File: config.mk
export PLATFORM = sky130hd
export DESIGN_NAME = cap_wbuf
export DESIGN_NICKNAME = d
export VERILOG_FILES = /design/src/rtl/cap_wbuf_pkg.sv /design/src/rtl/cap_wbuf_match.sv /design/src/rtl/cap_wbuf.sv
export SDC_FILE = /design/constraint.sdc
export NUM_CORES = 2
export LEC_CHECK = 0
export CAP_MARGIN = 10
export CORE_ASPECT_RATIO = 2
export CORE_UTILIZATION = 36
export DETAILED_ROUTE_END_ITERATION = 10
export HOLD_SLACK_MARGIN = 0.12
export PLACE_DENSITY_LB_ADDON = 0.12
export SLEW_MARGIN = 20
export SYNTH_ARGS = -nofsm -noshare
export SYNTH_HDL_FRONTEND = slang
export SYNTH_SLANG_ARGS = --single-unit
File: constraint.sdc
create_clock -name clk_i -period 6.4 [get_ports clk_i]
set_input_delay 1.28 -clock clk_i [delete_from_list [all_inputs] [get_ports clk_i]]
set_output_delay 1.28 -clock clk_i [all_outputs]
set_load 0.005 [all_outputs]
File: src/rtl/cap_wbuf_pkg.sv
// cap_wbuf_pkg: shared types and helpers for the capability-aware write buffer.
//   wbuf_state_t : per-entry lifecycle FREE -> VALID -> ISSUED -> FREE.
//   word_shift() : number of byte-offset bits stripped to form a word index.
// The entry struct depends on module parameters, so it is declared in cap_wbuf.
package cap_wbuf_pkg;

  typedef enum logic [1:0] {
    WB_FREE   = 2'd0,
    WB_VALID  = 2'd1,
    WB_ISSUED = 2'd2
  } wbuf_state_t;

  // Byte-offset bits inside one buffer word (word index = addr >> word_shift).
  function automatic int unsigned word_shift(input int unsigned data_width);
    return $clog2(data_width / 8);
  endfunction

endpackage

File: src/rtl/cap_wbuf_match.sv
// cap_wbuf_match: address compare over all entries with youngest-first select.
// Ports:
//   key   : word-aligned address to look up.
//   addrs : word-aligned address of each entry.
//   cand  : entries allowed to match (state filter supplied by the caller).
//   base  : tail pointer; the youngest entry is base-1, the oldest is base.
//   hit   : some candidate entry matches key.
//   idx   : index of the youngest matching entry (0 when no hit).
module cap_wbuf_match #(
  parameter int DEPTH      = 4,
  parameter int ADDR_WIDTH = 64,
  parameter int PTR_W      = $clog2(DEPTH)
) (
  input  logic [ADDR_WIDTH-1:0]            key,
  input  logic [DEPTH-1:0][ADDR_WIDTH-1:0] addrs,
  input  logic [DEPTH-1:0]                 cand,
  input  logic [PTR_W-1:0]                 base,
  output logic                             hit,
  output logic [PTR_W-1:0]                 idx
);

  logic [PTR_W-1:0] pos_s;

  // Walk from oldest (base) to youngest (base-1); later matches overwrite
  // earlier ones, so the youngest match wins.
  always_comb begin
    hit   = 1'b0;
    idx   = '0;
    pos_s = '0;
    for (int k = DEPTH; k >= 1; k--) begin
      pos_s = base - PTR_W'(k);
      if (cand[pos_s] && (addrs[pos_s] == key)) begin
        hit = 1'b1;
        idx = pos_s;
      end else begin
        idx = idx;
      end
    end
  end

endmodule

File: src/rtl/cap_wbuf.sv
// cap_wbuf: capability-aware store write buffer between the store unit and the
// cache/memory write port, with load forwarding and a CHERI tag side-band.
// Optional feature macro: CAP_WBUF_MERGE_EN (byte-merging of stores into a
// not-yet-issued entry of the same word). Without it every push allocates.
// Ports:
//   clk_i, rst_ni                 : clock, asynchronous active-low reset.
//   push_*                        : store request (valid/ready, addr, data, be, tag).
//   mem_req_*                     : write request of the oldest VALID entry.
//   mem_ack_i                     : in-order completion of the oldest ISSUED write.
//   ld_addr_i / ld_*              : load lookup, youngest VALID/ISSUED match.
//   empty_o                       : no entries in use.
module cap_wbuf
  import cap_wbuf_pkg::*;
#(
  parameter int DEPTH      = 4,
  parameter int ADDR_WIDTH = 64,
  parameter int DATA_WIDTH = 64,
  parameter int TAG_WIDTH  = 1
) (
  input  logic                    clk_i,
  input  logic                    rst_ni,
  input  logic                    push_valid_i,
  output logic                    push_ready_o,
  input  logic [ADDR_WIDTH-1:0]   push_addr_i,
  input  logic [DATA_WIDTH-1:0]   push_data_i,
  input  logic [DATA_WIDTH/8-1:0] push_be_i,
  input  logic [TAG_WIDTH-1:0]    push_tag_i,
  output logic                    mem_req_valid_o,
  input  logic                    mem_req_ready_i,
  output logic [ADDR_WIDTH-1:0]   mem_req_addr_o,
  output logic [DATA_WIDTH-1:0]   mem_req_data_o,
  output logic [DATA_WIDTH/8-1:0] mem_req_be_o,
  output logic [TAG_WIDTH-1:0]    mem_req_tag_o,
  input  logic                    mem_ack_i,
  input  logic [ADDR_WIDTH-1:0]   ld_addr_i,
  output logic                    ld_hit_o,
  output logic [DATA_WIDTH-1:0]   ld_data_o,
  output logic [DATA_WIDTH/8-1:0] ld_be_o,
  output logic [TAG_WIDTH-1:0]    ld_tag_o,
  output logic                    empty_o
);

  localparam int BE_W  = DATA_WIDTH / 8;
  localparam int PTR_W = $clog2(DEPTH);
  localparam int CNT_W = PTR_W + 1;
  localparam int OFF   = int'(word_shift(DATA_WIDTH));
  localparam logic [CNT_W-1:0]      DEPTH_C  = CNT_W'(DEPTH);
  localparam logic [ADDR_WIDTH-1:0] OFF_MASK = ADDR_WIDTH'((1 << OFF) - 1);

  typedef struct packed {
    logic [ADDR_WIDTH-1:0] addr;
    logic [DATA_WIDTH-1:0] data;
    logic [BE_W-1:0]       be;
    logic [TAG_WIDTH-1:0]  tag;
    wbuf_state_t           state;
  } entry_t;

  entry_t           ent_r [DEPTH];
  logic [PTR_W-1:0] tail_r, issue_r, head_r;
  logic [CNT_W-1:0] count_r;

  logic [ADDR_WIDTH-1:0]            push_word_s, ld_word_s;
  logic [DEPTH-1:0][ADDR_WIDTH-1:0] addrs_s;
  logic [DEPTH-1:0]                 fwd_cand_s;
  logic                             merge_hit_s, fwd_hit_s;
  logic [PTR_W-1:0]                 merge_idx_s, fwd_idx_s;
  logic                             issue_fire_s, ack_fire_s, push_fire_s, alloc_s;
  logic [TAG_WIDTH-1:0]             new_tag_s;
  logic [DATA_WIDTH-1:0]            merged_data_s;

  assign push_word_s = push_addr_i & ~OFF_MASK;
  assign ld_word_s   = ld_addr_i & ~OFF_MASK;

  assign issue_fire_s = (ent_r[issue_r].state == WB_VALID) && mem_req_ready_i;
  // An ack is only honoured when there really is an outstanding write.
  assign ack_fire_s   = mem_ack_i && (ent_r[head_r].state == WB_ISSUED);
  assign push_ready_o = merge_hit_s || (count_r < DEPTH_C);
  assign push_fire_s  = push_valid_i && push_ready_o;
  assign alloc_s      = push_fire_s && !merge_hit_s;
  // A partial write cannot carry a valid capability.
  assign new_tag_s    = (&push_be_i) ? push_tag_i : '0;

  // Flatten entry addresses and forwarding candidates for the matchers.
  always_comb begin
    addrs_s    = '0;
    fwd_cand_s = '0;
    for (int i = 0; i < DEPTH; i++) begin
      addrs_s[i]    = ent_r[i].addr;
      fwd_cand_s[i] = (ent_r[i].state != WB_FREE);
    end
  end

`ifdef CAP_WBUF_MERGE_EN
  logic [DEPTH-1:0] merge_cand_s;

  // Merge targets are VALID entries, except the one handed to memory this cycle.
  always_comb begin
    merge_cand_s = '0;
    for (int i = 0; i < DEPTH; i++) begin
      merge_cand_s[i] = (ent_r[i].state == WB_VALID) &&
                        !(issue_fire_s && (issue_r == PTR_W'(i)));
    end
  end

  cap_wbuf_match #(
    .DEPTH(DEPTH), .ADDR_WIDTH(ADDR_WIDTH)
  ) u_merge (
    .key(push_word_s), .addrs(addrs_s), .cand(merge_cand_s), .base(tail_r),
    .hit(merge_hit_s), .idx(merge_idx_s)
  );
`else
  assign merge_hit_s = 1'b0;
  assign merge_idx_s = '0;
`endif

  cap_wbuf_match #(
    .DEPTH(DEPTH), .ADDR_WIDTH(ADDR_WIDTH)
  ) u_fwd (
    .key(ld_word_s), .addrs(addrs_s), .cand(fwd_cand_s), .base(tail_r),
    .hit(fwd_hit_s), .idx(fwd_idx_s)
  );

  // Byte-wise overlay of the incoming store onto the merge target.
  always_comb begin
    merged_data_s = '0;
    for (int b = 0; b < BE_W; b++) begin
      if (push_be_i[b]) begin
        merged_data_s[b*8 +: 8] = push_data_i[b*8 +: 8];
      end else begin
        merged_data_s[b*8 +: 8] = ent_r[merge_idx_s].data[b*8 +: 8];
      end
    end
  end

  // Memory request always presents the entry at the issue pointer.
  assign mem_req_valid_o = (ent_r[issue_r].state == WB_VALID);
  assign mem_req_addr_o  = ent_r[issue_r].addr;
  assign mem_req_data_o  = ent_r[issue_r].data;
  assign mem_req_be_o    = ent_r[issue_r].be;
  assign mem_req_tag_o   = ent_r[issue_r].tag;
  assign empty_o         = (count_r == '0);

  // Load forwarding outputs are zero when nothing matches.
  always_comb begin
    ld_hit_o  = fwd_hit_s;
    ld_data_o = '0;
    ld_be_o   = '0;
    ld_tag_o  = '0;
    if (fwd_hit_s) begin
      ld_data_o = ent_r[fwd_idx_s].data;
      ld_be_o   = ent_r[fwd_idx_s].be;
      ld_tag_o  = ent_r[fwd_idx_s].tag;
    end else begin
      ld_hit_o  = 1'b0;
    end
  end

  // Entry state, pointers and occupancy count.
  always_ff @(posedge clk_i or negedge rst_ni) begin
    if (!rst_ni) begin
      for (int i = 0; i < DEPTH; i++) begin
        ent_r[i] <= '0;
      end
      tail_r  <= '0;
      issue_r <= '0;
      head_r  <= '0;
      count_r <= '0;
    end else begin
      if (issue_fire_s) begin
        ent_r[issue_r].state <= WB_ISSUED;
        issue_r              <= issue_r + PTR_W'(1);
      end
      if (ack_fire_s) begin
        ent_r[head_r].state <= WB_FREE;
        head_r              <= head_r + PTR_W'(1);
      end
      if (push_fire_s && merge_hit_s) begin
        ent_r[merge_idx_s].data <= merged_data_s;
        ent_r[merge_idx_s].be   <= ent_r[merge_idx_s].be | push_be_i;
        ent_r[merge_idx_s].tag  <= new_tag_s;
      end
      if (alloc_s) begin
        ent_r[tail_r].addr  <= push_word_s;
        ent_r[tail_r].data  <= push_data_i;
        ent_r[tail_r].be    <= push_be_i;
        ent_r[tail_r].tag   <= new_tag_s;
        ent_r[tail_r].state <= WB_VALID;
        tail_r              <= tail_r + PTR_W'(1);
      end
      case ({alloc_s, ack_fire_s})
        2'b10:   count_r <= count_r + CNT_W'(1);
        2'b01:   count_r <= count_r - CNT_W'(1);
        default: count_r <= count_r;
      endcase
    end
  end

endmodule

==> impl_metrics.tcl <==
set metrics [dict create \
    finalNetCount 5641 \
    post_synth_fa_ha_maj_area_fraction_pct 0.4037 \
    endpoint_kind "output port" \
    cts.reportedPaths.clkPinSlew_ns 0.07 \
    worst_path_most_repeated_cell "sky130_fd_sc_hd__buf_12" \
    dieArea_sq_mm 0.1272 \
    place.gp.congestion 1.104 \
    highest_attainable_clock_frequency_mhz 137.4 \
    total_drc_errors_in_the_routed_layout 0 \
    final_core_utilization_pct 50.91 \
    status "finished with violations" \
    synth.avg_cell_area_sq_um 10.49 \
    worst-r2r-setup-slack_ns 3.17 \
    fillCellCount 11650 \
    post-route-worst-setup-slack_ns -0.8780 \
    worst_slew_margin_rel_pct 16.68 \
    cts_root_buffer "sky130_fd_sc_hd__clkbuf_16" \
    io_buffers 410 \
    synth-xor-area-share_pct 2.862 \
    synthFlopType "sky130_fd_sc_hd__dfrtp_1" \
    firstDrtPassIters 6 \
    synth_seq_area_share_pct 30.58 \
    area_growth_syn_to_layout_pct 40.15 \
    total_clock_buffers_created_by_cts 57 \
    reg2reg_from "tail_r[0]" \
    initial_utilization_pct 36.33 \
    fin_crit_period_ns 7.278 \
    worstRegToRegCells 6 \
    clock_path_buffers 3 \
    fraction_of_layout_instances_using_a_drive_strength_above_1_pct 43.35 \
    num_rows 183 \
    worst_ir_drop_vdd_mv 0.3158 \
    maximum_fanout_along_the_worst_path 11 \
    post-dp-hpwl_mm 187.9 \
    post_synth_main_area_contributors "sky130_fd_sc_hd__dfrtp_1, sky130_fd_sc_hd__mux2_2, sky130_fd_sc_hd__mux4_2" \
    detailed_router_s_first_iteration_violation_count 3113 \
    route.detailed.wl_per_inst_microns 35.56 \
    floorplan.die.width_microns 252.7 \
    accumulated_negative_setup_slack_ns -56.39 \
    critical_path.startpoint_type "register" \
    max_slew.worst_pin.slew_ns 1.240 \
    yosys_warnings 0 \
    clock_skew_ns 0.05748 \
    setup_viol_count_final 73 \
    ant_nets 0 \
    wl_mm 254.2 \
    area_of_the_placeable_core_sq_mm 0.1246 \
    fp.dieH_microns 503.4 \
    synth_edf_count 0 \
    synth-compound-area-share_pct 11.74 \
    worst_path_max_delay_cell "sky130_fd_sc_hd__or4b_4" \
    cp_data_arrival_time_ns 6.00 \
    power_per_cell_area_mw_per_mm2 648.8 \
    clkLatencyLatePin_ns 0.72 \
    path_class "register to output port" \
    crit-reg2reg-capture "addrs_s[209]" \
    tritoncts "done" \
    library_cells_used_by_synthesis 86 \
    grt_start_max_net_pins 234 \
    rsz_0062_raised_after_global_routing "true" \
    whs_endpoint "count_r[0]" \
    vias_per_cell 6.100 \
    syn_area_sq_mm 0.04525 \
    crit_path_max_incr_delay_ns 0.52 \
    p_leak_nw 26.24 \
    grt_pass1_vias 43493 \
    boundaryPins 420 \
    ys_seq_elements 553 \
    via_count 43597 \
    synth_top_family_by_area "multiplexers" \
    worstHoldStart "count_r[0]" \
    cts-htree-levels 2 \
    yosys.area.top_type "sky130_fd_sc_hd__dfrtp_1" \
    gr-usage-all-layers_pct 39.06 \
    final_worst_path_period_share_pct 113.7 \
    antenna_found_initial 27 \
    grt_first_pass_wirelength_mm 344.2 \
    synthMuxAreaShare_pct 35.82 \
    yosysTopAreaCellShare_pct 30.58 \
    violations "setup timing" \
    finalHoldViolations 0 \
    asyncSetResetFlopFracSynth_pct 100.0 \
    grt-ovfl-total 0 \
    min_path_cells 1 \
    crit_path_required_time_ns 5.12 \
    max_cap_violations 0 \
    path_cells "inv_4 > ha_4 > buf_12 > buf_12 > mux2_4 > a222oi_1 > buf_4 > nor2_4 > or4b_4 > or4_4 > nor4_4 > buf_12 > mux2i_1 > a311o_2 > buf_12 > buf_4 > buf_16 > a32oi_1 > o221ai_1 > clkbuf_2" \
    total_clock_sinks 553 \
    slew_viol_final 0 \
    syn_inst 4314 \
    post_synth_and_or_nand_nor_area_fraction_pct 12.24 \
    timing.hold.worst.class "register to register" \
]
[kinds of logic (layout without fill, tap and decap cells)]
logic type | count (synthesis) | in the layout
AOI/OAI and AO/OA | 662 | 662
xor gates and xnor gates | 147 | 147
adders and majority gates | 14 | 14
buffers and inverters | 606 | 1757
DFF | 553 | 553
muxes | 1216 | 1216
other | 1 | 18
and+or+nand+nor | 1115 | 1115
[sequential cells by signal, summed over array words and instances (netlist names)]
| register | flops |
|---|---|
| ent_r | 300 |
| addrs_s | 244 |
| tail_r | 2 |
| issue_r | 2 |
| count_r | 3 |
| head_r | 2 |
[how the worst max path moves through the flow]
| stage | startpoint | to | slack, ns | depth (start not counted) |
|---|---|---|---|---|
| floorplan | tail_r[0] | ld_data_o[56] | 0.009 | 24 |
| global placement | ld_addr_i[44] | ld_data_o[61] | -1.21 | 16 |
| detailed placement | ld_addr_i[44] | ld_data_o[61] | -1.14 | 16 |
| CTS | tail_r[0] | ld_data_o[32] | -0.95 | 19 |
| global route | tail_r[0] | ld_data_o[4] | -0.95 | 21 |
| finish | tail_r[0] | ld_data_o[14] | -0.88 | 20 |
[power by group]
| group | internal (mW) | switching (mW) |
|---|---|---|
| Combinational | 14.3 | 15.7 |
| Sequential | 5.27 | 2.34 |
| Clock | 1.93 | 1.64 |
| Total | 21.5 | 19.6 |
[cells in the final DEF (no fill, tap or decap), types with 39 or more instances in the layout]
cell / instances
sky130_fd_sc_hd__mux2_2: 578
sky130_fd_sc_hd__mux4_2: 264
sky130_fd_sc_hd__nor3_1: 100
sky130_fd_sc_hd__buf_12: 139
sky130_fd_sc_hd__dfrtp_1: 549
sky130_fd_sc_hd__a21o_1: 72
sky130_fd_sc_hd__nor2_1: 334
sky130_fd_sc_hd__nand3_1: 237
sky130_fd_sc_hd__buf_2: 60
sky130_fd_sc_hd__a211oi_1: 43
sky130_fd_sc_hd__o221ai_1: 45
sky130_fd_sc_hd__clkbuf_16: 75
sky130_fd_sc_hd__nand2_1: 114
sky130_fd_sc_hd__a32oi_1: 39
sky130_fd_sc_hd__nand4_1: 60
sky130_fd_sc_hd__clkdlybuf4s50_1: 333
sky130_fd_sc_hd__mux2i_1: 304
sky130_fd_sc_hd__a2111oi_0: 42
sky130_fd_sc_hd__buf_6: 61
sky130_fd_sc_hd__xnor2_1: 118
sky130_fd_sc_hd__buf_4: 800
sky130_fd_sc_hd__inv_1: 178
sky130_fd_sc_hd__and3_1: 79
[synth_stat cells (16+ instances only)]
| cell type | count |
|---|---|
| sky130_fd_sc_hd__o22ai_1 | 34 |
| sky130_fd_sc_hd__xnor2_1 | 131 |
| sky130_fd_sc_hd__and2_1 | 19 |
| sky130_fd_sc_hd__nand3_1 | 246 |
| sky130_fd_sc_hd__inv_1 | 180 |
| sky130_fd_sc_hd__dfrtp_1 | 553 |
| sky130_fd_sc_hd__buf_2 | 73 |
| sky130_fd_sc_hd__buf_6 | 38 |
| sky130_fd_sc_hd__and3_1 | 80 |
| sky130_fd_sc_hd__o21ai_0 | 36 |
| sky130_fd_sc_hd__o221ai_1 | 75 |
| sky130_fd_sc_hd__mux2_2 | 584 |
| sky130_fd_sc_hd__a211oi_1 | 64 |
| sky130_fd_sc_hd__clkbuf_1 | 229 |
| sky130_fd_sc_hd__buf_4 | 52 |
| sky130_fd_sc_hd__a21o_1 | 73 |
| sky130_fd_sc_hd__nor2b_1 | 16 |
| sky130_fd_sc_hd__a22oi_1 | 20 |
| sky130_fd_sc_hd__nor4_1 | 23 |
| sky130_fd_sc_hd__a32oi_1 | 74 |
| sky130_fd_sc_hd__mux2i_1 | 366 |
| sky130_fd_sc_hd__nor2_1 | 336 |
| sky130_fd_sc_hd__nand4_1 | 60 |
| sky130_fd_sc_hd__buf_1 | 29 |
| sky130_fd_sc_hd__nor3_1 | 104 |
| sky130_fd_sc_hd__nand2_1 | 118 |
| sky130_fd_sc_hd__a2111oi_0 | 79 |
| sky130_fd_sc_hd__or2_2 | 16 |
| sky130_fd_sc_hd__mux4_2 | 264 |
| sky130_fd_sc_hd__a21oi_1 | 38 |
| sky130_fd_sc_hd__nand2b_1 | 31 |
[layout make-up]
| type | instances | area [sq um] | area share, % |
|---|---|---|---|
| Antenna cell | 15 | 37.54 | 0.05919 |
| Clock buffer | 79 | 1619 | 2.553 |
| Clock inverter | 26 | 295.3 | 0.4656 |
| Inverter | 183 | 693.2 | 1.093 |
| Multi-Input combinational cell | 3157 | 30290 | 47.76 |
| Sequential cell | 553 | 13850 | 21.84 |
| Tap cell | 1665 | 2083 | 3.285 |
| Timing Repair Buffer | 1469 | 14550 | 22.94 |
[metal layers]
metal	part of all wire, %	vias up	global-route usage [%]
met5	0.054	-	0
met4	12	20	38.56
met3	6.5	615	9.796
met2	49	1740	65.49
met1	33	22432	38.78
li1	-	18790	-
[per-stage QoR]
step | setup slack (ns) | area, sq um | power (mW) | std cells | hold WS (ns)
after floorplan | 0.009474 | 45300 | 20.20 | 4316 | 0.4686
after global placement | -1.213 | 57690 | 34.92 | 6872 | 0.4931
after detailed placement | -1.139 | 57690 | 35.03 | 6872 | 0.4902
after CTS | -0.9534 | 61080 | 39.68 | 7038 | 0.5028
after global routing | -0.9529 | 63390 | 42.47 | 7138 | 0.5163
final | -0.8780 | 63420 | 41.14 | 7147 | 0.5015
[critical path: cells and delay by family (launching register included)]
kind,cells,cell delay [ns]
and+or+nand+nor,4,1.30
muxes,2,0.44
adders and majority gates,1,0.33
buffers and inverters,9,1.52
DFF,1,0.47
AOI/OAI and AO/OA,4,1.16
[what timing repair did]
action / CTS / global route
setup buffers: 52 / 82
pin swaps: 25 / 78
gates resized for setup: 399 / 379
hold buffers: 0 / 0
cloned: 10 / 20
setup endpoints to repair: 74 / 74
(Power assumes the default switching activity.)
